## src/rtl/uart_rx_fifo.sv

```systemverilog
// uart_rx_fifo: receive-side byte buffer behind the UART receiver.
// Each data_valid strobe pushes P_DATA into a 2**ADDR_WIDTH-entry
// circular buffer. The head is shown ahead on a valid/ready pop port.
// A full buffer with no pop drops the incoming byte. Each drop sets a
// sticky OVERFLOW flag and advances a saturating DROP_CNT.
module uart_rx_fifo #(
  parameter int DATA_WIDTH = 8,
  parameter int ADDR_WIDTH = 3
) (
  input  logic                  CLK,
  input  logic                  RST,
  input  logic                  data_valid,
  input  logic [DATA_WIDTH-1:0] P_DATA,
  input  logic                  OUT_READY,
  input  logic                  OVF_CLR,
  output logic                  OUT_VALID,
  output logic [DATA_WIDTH-1:0] OUT_DATA,
  output logic                  FULL,
  output logic                  EMPTY,
  output logic [ADDR_WIDTH:0]   COUNT,
  output logic                  OVERFLOW,
  output logic [7:0]            DROP_CNT
);

  localparam int DEPTH = 2 ** ADDR_WIDTH;
  localparam int PW    = ADDR_WIDTH + 1;

  localparam logic [PW-1:0] CNT_ONE    = PW'(1);
  localparam logic [PW-1:0] CNT_ALMOST = PW'(DEPTH - 1);

  typedef enum logic [1:0] {
    ST_EMPTY   = 2'd0,
    ST_PARTIAL = 2'd1,
    ST_FULL    = 2'd2
  } fill_state_e;

  fill_state_e           r_state;
  fill_state_e           w_state_nxt;
  logic                  r_empty;
  logic                  r_full;
  logic [PW-1:0]         r_wr_ptr;
  logic [PW-1:0]         r_rd_ptr;
  logic [PW-1:0]         r_count;
  logic                  r_overflow;
  logic [7:0]            r_drop_cnt;
  logic [DATA_WIDTH-1:0] r_mem [DEPTH];

  logic                  w_pop;
  logic                  w_push;
  logic                  w_drop;
  logic [PW-1:0]         w_wr_ptr_nxt;
  logic [PW-1:0]         w_rd_ptr_nxt;

  // A pop needs a valid head. A push into a full buffer is accepted
  // only when the same cycle frees a slot.
  assign w_pop        = OUT_READY & ~r_empty;
  assign w_push       = data_valid & (~r_full | w_pop);
  assign w_drop       = data_valid & ~w_push;
  assign w_wr_ptr_nxt = r_wr_ptr + PW'(w_push);
  assign w_rd_ptr_nxt = r_rd_ptr + PW'(w_pop);

  // Fill-level state and pointers. Flags and count come from the next state.
  always_ff @(posedge CLK or negedge RST) begin
    if (!RST) begin
      // NOTE: sequential state uses <= so every flop samples pre-edge values;
      // a blocking = here would let later statements see already-updated state.
      r_state  <= ST_EMPTY;
      r_empty  <= 1'b1;
      r_full   <= 1'b0;
      r_wr_ptr <= '0;
      r_rd_ptr <= '0;
      r_count  <= '0;
    end else begin
      r_state  <= w_state_nxt;
      r_empty  <= (w_state_nxt == ST_EMPTY);
      r_full   <= (w_state_nxt == ST_FULL);
      r_wr_ptr <= w_wr_ptr_nxt;
      r_rd_ptr <= w_rd_ptr_nxt;
      r_count  <= w_wr_ptr_nxt - w_rd_ptr_nxt;
    end
  end

  // Next fill-level state from the current level and this cycle's push/pop.
  always_comb begin
    // NOTE: default first so every path assigns w_state_nxt; a path that
    // skipped it would infer a latch.
    w_state_nxt = r_state;
    unique case (r_state)
      ST_EMPTY: begin
        if (w_push) w_state_nxt = ST_PARTIAL;
      end
      ST_PARTIAL: begin
        if (w_push && !w_pop && r_count == CNT_ALMOST)
          w_state_nxt = ST_FULL;
        else if (w_pop && !w_push && r_count == CNT_ONE)
          w_state_nxt = ST_EMPTY;
      end
      ST_FULL: begin
        if (w_pop && !w_push) w_state_nxt = ST_PARTIAL;
      end
      default: w_state_nxt = ST_EMPTY;
    endcase
  end

  // Storage array written on accepted pushes.
  always_ff @(posedge CLK) begin
    // NOTE: the array has no reset; the pointers and the empty flag already
    // hide stale contents, so resetting every entry would buy nothing.
    if (w_push) r_mem[r_wr_ptr[ADDR_WIDTH-1:0]] <= P_DATA;
  end

  // Sticky overflow and saturating drop count. A drop outranks a clear.
  always_ff @(posedge CLK or negedge RST) begin
    if (!RST) begin
      r_overflow <= 1'b0;
      r_drop_cnt <= '0;
    end else if (w_drop) begin
      r_overflow <= 1'b1;
      if (OVF_CLR)
        r_drop_cnt <= 8'd1;
      else if (r_drop_cnt != 8'hFF)
        r_drop_cnt <= r_drop_cnt + 8'd1;
    end else if (OVF_CLR) begin
      r_overflow <= 1'b0;
      r_drop_cnt <= '0;
    end
  end

  assign OUT_VALID = ~r_empty;
  assign OUT_DATA  = r_empty ? '0 : r_mem[r_rd_ptr[ADDR_WIDTH-1:0]];
  assign FULL      = r_full;
  assign EMPTY     = r_empty;
  assign COUNT     = r_count;
  assign OVERFLOW  = r_overflow;
  assign DROP_CNT  = r_drop_cnt;

endmodule

```

## config.mk

```make
export PLATFORM = sky130hd
export DESIGN_NAME = uart_rx_fifo
export DESIGN_NICKNAME = d
export VERILOG_FILES = /design/src/rtl/uart_rx_fifo.sv
export SDC_FILE = /design/constraint.sdc
export NUM_CORES = 1
export LEC_CHECK = 0
export CORE_MARGIN = 2
export CORE_UTILIZATION = 60
export DETAILED_ROUTE_END_ITERATION = 6
export GPL_TIMING_DRIVEN = 0
export PLACE_DENSITY = 0.8
export SKIP_LAST_GASP = 1
export SYNTH_ARGS = -nofsm -noshare
export SYNTH_HDL_FRONTEND = slang
export SYNTH_SLANG_ARGS = --single-unit
```

## constraint.sdc

```tcl
create_clock -name CLK -period 5.4 [get_ports CLK]
set_clock_uncertainty 0.2 [all_clocks]
set_input_delay 0.54 -clock CLK [delete_from_list [all_inputs] [get_ports CLK]]
set_output_delay 0.54 -clock CLK [all_outputs]
set_load 0.03 [all_outputs]
```

==> flow_summary.yaml <==
status:
  status: "complete, no violations"
detailed_routing:
  wirelength_um: 7000
  first_pass_iters: 4
  drc: 0
  viasPerCell: 6.08
  ant_nets: 0
  routed-via-count: 2158
  wl_per_cell_um: 19.7
  drt_iter0_drc: 146
clock_network:
  clock_path_buffers: 2
  cts_tree: "yes"
  clk_latency_ns: 0.36
  clk_pin_slew_ns: 0.09
  cts_buffers: 9
  cts_setup_buffers: 0
  cts_resized: 0
  cts_root_buf: "clkbuf_8"
  htree_levels: 3
  hold_buffers: 0
  clock-sinks: 89
worst_hold_path:
  hold_class: "flop to flop"
timing:
  finalSetupTns_ns: 0
  timing.final.crit_share: 0.597
  fmax_mhz: 310
  fin_hold_ws_ns: 0.285
  worst_pin_slew_ns: 1.24
  finalSetupViolCount: 0
  drv_slew: 0
  hold_violations: 0
  relSlewSlack: 0.169
  grt_setup_unrepaired: "false"
  period_minus_slack_ns: 3.22
logic_synthesis:
  syn-cell-area_sq_mm: 0.00382
  syn_nets: 248
  ys_ff_latch: 89
  synth_ff_type: "edfxtp_1"
  synth_cell_types: 48
  synth.avg_cell_area_sq_um: 16.9
  synth-async-reset-ratio: 0.281
  syn-instance-count: 226
  yosysWarnings: 0
  ys_seq_area_frac: 0.668
  synth_edf_count: 64
placed_design:
  port_buffers: 35
  place_hpwl_um: 4760
  gp_congestion: 0.765
floorplanning:
  die_area_sq_mm: 0.00702
  core_area_sq_mm: 0.00624
  die_w_um: 83.8
  io_pins: 37
  die_height_um: 83.8
  placement_rows: 29
  start_util: 0.612
cells_and_area:
  final_common_cell: "edfxtp_1"
  nets: 295
  mostFrequentLayoutCells: "64 x edfxtp_1, 35 x clkdlybuf4s50_1, 24 x dfrtp_1"
  drive_gt1_frac: 0.169
  synthToLayoutAreaGrowth_pct: 17.4
  n_fill_cell: 404
  n_antenna_cell: 0
flow_run:
  maxCapViolations: 0
setup_path:
  path_max_fanout: 10
  end_kind: "output port"
  path_cells: "buf_2 -> buf_2 -> mux4_2 -> mux2i_1 -> nor2_1 -> clkdlybuf4s50_1"
  cp_slowest_cell: "clkdlybuf4s50_1"
  critical_path_class: "flop to output port"
  crit_arrival_ns: 2.48
  critPathMostFrequentCell: "buf_2"
  required_ns: 4.66
  worst-path-buf-inv: 3
  crit_path_start_kind: "flop"
  critical-path-max-stage-delay_ns: 0.59
  cp_top_family: "buffers and inverters"
power_and_ir_drop:
  peakVddDrop_uv: 442
  p_leak_nw: 1.65
  pwr_density_cell_mw_per_mm2: 531
grt:
  track_usage: 0.215
  grt_max_degree: 26
  grt_pass1_wl_um: 11100
  antenna_found_initial: 0
  overflow: 0
  grt_pass1_vias: 2108
[worst reg2reg max path, cell delays in order (launching register included)]
cell and delay, ns:
dfstp_2 0.56, nand2b_4 0.16, nand2_1 0.06, nand2_1 0.20, inv_1 0.14, ha_1 0.23, ha_1 0.32, ha_1 0.28
a21o_1 0.16, a21oi_1 0.15, xor3_1 0.24
[final timing paths]
kind                        startpoint     endpoint  slack, ns  cells after the start
setup / recovery           r_rd_ptr[1]  OUT_DATA[0]       2.18                      6
hold / removal             r_rd_ptr[3]  r_rd_ptr[3]       0.28                      1
setup reg to reg                 EMPTY     COUNT[3]       2.60                     10
hold reg to reg            r_rd_ptr[3]  r_rd_ptr[3]       0.28                      1
max in group asynchronous          RST  DROP_CNT[0]       3.73                      1
min in group asynchronous          RST   r_state[1]       0.59                      1
[logic make-up after synthesis]
kind of cell	share of synthesized area
adders and majority gates	0.0315
and+or+nand+nor	0.0800
DFF	0.668
xor gates and xnor gates	0.0177
muxes	0.124
buffers and inverters	0.0305
AOI/OAI and AO/OA	0.0488
[flip-flops by register name, indices dropped and copies added (netlist names)]
name / count
r_rd_ptr: 4
r_mem: 64
DROP_CNT: 8
EMPTY: 1
OVERFLOW: 1
FULL: 1
r_wr_ptr: 4
r_state: 2
COUNT: 4
[Yosys cell counts (2+ instances only)]
cell type / number / area [sq um]
a311oi_1: 2 / 17.5
a21oi_1: 6 / 30.0
edfxtp_1: 64 / 1920
nor2_1: 15 / 56.3
nor3_1: 6 / 30.0
dfrtp_1: 24 / 601
buf_6: 3 / 33.8
nand2_1: 5 / 18.8
nor4_1: 3 / 18.8
nand3_2: 2 / 20.0
mux4_1: 6 / 158
ha_1: 8 / 100
a31oi_1: 2 / 12.5
and3_1: 2 / 12.5
o21ai_0: 5 / 25.0
inv_1: 10 / 37.5
nand3_1: 5 / 25.0
buf_2: 2 / 10.0
xnor2_1: 4 / 35.0
mux2i_1: 9 / 90.1
nand2b_1: 6 / 37.5
o31ai_1: 2 / 15.0
mux4_2: 10 / 225
[routing by layer]
layer | GRT usage | up-vias | wire length, um
met4 | 0.0880 | 0 | 131
met5 | 0 | - | 0
li1 | - | 982 | -
met1 | 0.294 | 1072 | 2940
met3 | 0.0455 | 11 | 450
met2 | 0.342 | 93 | 3480
[power by group]
group / switching [mW] / internal, mW / leakage [nW]
clock network: 0.253 / 0.181 / 0.0933
logic: 0.532 / 0.469 / 0.663
registers: 0.0727 / 0.872 / 0.896
[cell type report]
cell class | instances | area [sq um] | share of cell area
inverter | 11 | 41.3 | 0.00922
multi-input combinational | 118 | 1170 | 0.261
buffer | 8 | 75.1 | 0.0168
sequential | 89 | 2550 | 0.569
clock buffer | 9 | 124 | 0.0276
timing repair buffer | 36 | 358 | 0.0799
tap | 77 | 96.3 | 0.0215
clock inverter | 7 | 68.8 | 0.0154
[per-stage QoR]
stage	setup WS [ns]	std cells	power, mW	cell area [sq um]	utilization
after floorplan	2.72	226	1.64	3820	-
after global placement	1.74	338	1.93	4260	0.683
after detailed placement	2.16	339	1.98	4290	0.687
after CTS	2.15	355	2.40	4480	0.718
after global routing	2.11	355	2.50	4480	0.718
final	2.18	355	2.38	4480	0.718
Note: power is estimated with default switching activity, not from simulation.
==> variant, RTL diff (same flow settings) <==
Re-encode `fill_state_e` (3 states) as one-hot, 3 bits wide.
--- a/src/rtl/uart_rx_fifo.sv
+++ b/src/rtl/uart_rx_fifo.sv
@@ -28,10 +28,10 @@
   localparam logic [PW-1:0] CNT_ONE    = PW'(1);
   localparam logic [PW-1:0] CNT_ALMOST = PW'(DEPTH - 1);
 
-  typedef enum logic [1:0] {
-    ST_EMPTY   = 2'd0,
-    ST_PARTIAL = 2'd1,
-    ST_FULL    = 2'd2
+  typedef enum logic [2:0] {
+    ST_EMPTY   = 3'b001,
+    ST_PARTIAL = 3'b010,
+    ST_FULL    = 3'b100
   } fill_state_e;
 
   fill_state_e           r_state;
Behaviour: same outputs for any inputs over 10 cycles, from zero or initial values and one cycle with RST low; not proved beyond that.
==> variant against the unedited design <==
Routed wire length is 0.40% lower; total power is 5.7% lower; via count is 1.9% lower; synthesized area is 0.72% lower; setup slack worse by 0.014 ns; sequential cell count is 1 higher; cell area is 0.53% lower; critical endpoint is now OUT_DATA[2]; highest routed layer unchanged; sequential share of layout area is 0.89 points higher.
==> variant: results (changes against the unedited design) <==
[status]
status = finished clean

[final_layout]
drive_gt1_frac = 0.165  ; -0.00357
nets = 301  ; +2.0%

[pwr]
ir_worst_vdd_uv = 380  ; -14%
p_sw_mw = 0.747  ; -13%
power.leakage_nw = 1.63  ; -1.4%

[place]
place_area_mm2 = 0.00426  ; -0.64%
place_congestion = 0.712  ; -7.0%

[routing]
wl_um = 6980  ; -0.40%
met1_length_um = 2840  ; -3.6%
route.met2.wl_um = 3690  ; +6.1%
wl_met3_um = 345  ; -23%

[yosys]
synth_area_leaders = edfxtp_1 (51%), dfrtp_1 (16%), mux4_2 (9.5%), ha_1 (2.6%), mux2i_1 (2.1%)
synthArstFlopShare = 0.289  ; +0.00799
synth_fp_nets = 253  ; +2.0%

[worst_hold_path]
holdPathEnd = r_wr_ptr[3]
min-delay-start = r_wr_ptr[3]

[global_route]
grt_pass1_wl_um = 11500  ; +3.5%
grtUsageTotal = 0.220  ; +0.00549
use_met1 = 0.296  ; +0.00178
grt_max_degree = 27  ; +3.8%
use_met3 = 0.0425  ; -0.00297
use_met2 = 0.361  ; +0.0189

[sta]
fin_ws_ns = 2.16  ; -0.0143 ns
relSlewSlack = 0.246  ; +0.0768

[worst_setup_path]
critical-path-max-stage-delay_ns = 0.61  ; +0.02 ns

variant: changes by cell type in the layout (fill, tap and decap cells not counted), moves of 3 or more:
cell,before,now
clkinv_1,0,3
mux4_1,6,0
nand2_1,5,11
nand2b_1,6,3
mux4_2,10,16
clkbuf_1,0,3
or4_1,0,3
inv_8,4,0
o21ai_0,5,1
variant: cells by family after synthesis:
group	after synthesis	synth area share
flip-flops	90	0.679
AND/OR/NAND/NOR	59	0.0862
multiplexers	24	0.116
AO/OA/AOI/OAI	23	0.0409
buffers and inverters	20	0.0277
adder cells (fa/ha/maj)	9	0.0317
XOR/XNOR	6	0.0178
variant: through the flow:
step / hold WS (ns) / cells / util
floorplan: 0.0444 / 231 / -
detailed placement: 0.262 / 343 / 0.707
CTS: 0.277 / 359 / 0.738
global route: 0.305 / 359 / 0.740
finish: 0.279 / 359 / 0.740
global placement: 0.261 / 341 / 0.703
variant: how the worst max path moves through the flow:
| stage | end | from | depth (start not counted) |
|---|---|---|---|
| after floorplan | COUNT[3] | EMPTY | 10 |
| after global placement | r_mem[0][6] | OUT_READY | 5 |
| after detailed placement | COUNT[3] | OUT_READY | 11 |
| after CTS | OUT_DATA[2] | r_rd_ptr[0] | 6 |
| after global routing | OUT_DATA[2] | r_rd_ptr[0] | 6 |
| final | OUT_DATA[2] | r_rd_ptr[1] | 6 |
variant: cell type report:
cell class	count	area, um^2
buffer	9	63.8
clock buffer	11	131
clock inverter	5	55.1
fill	393	1570
inverter	11	41.3
multi-input combinational	121	1130
sequential	90	2570
tap	75	93.8
timing repair buffer	37	365
variant: power by group through the flow:
stage	clock network, mW	registers, mW	logic, mW
global placement	0	0.957	0.839
floorplan	0	0.987	0.567
finish	0.433	0.954	0.857
detailed placement	0	0.967	0.869
CTS	0.443	0.953	0.872
global route	0.473	0.968	0.931
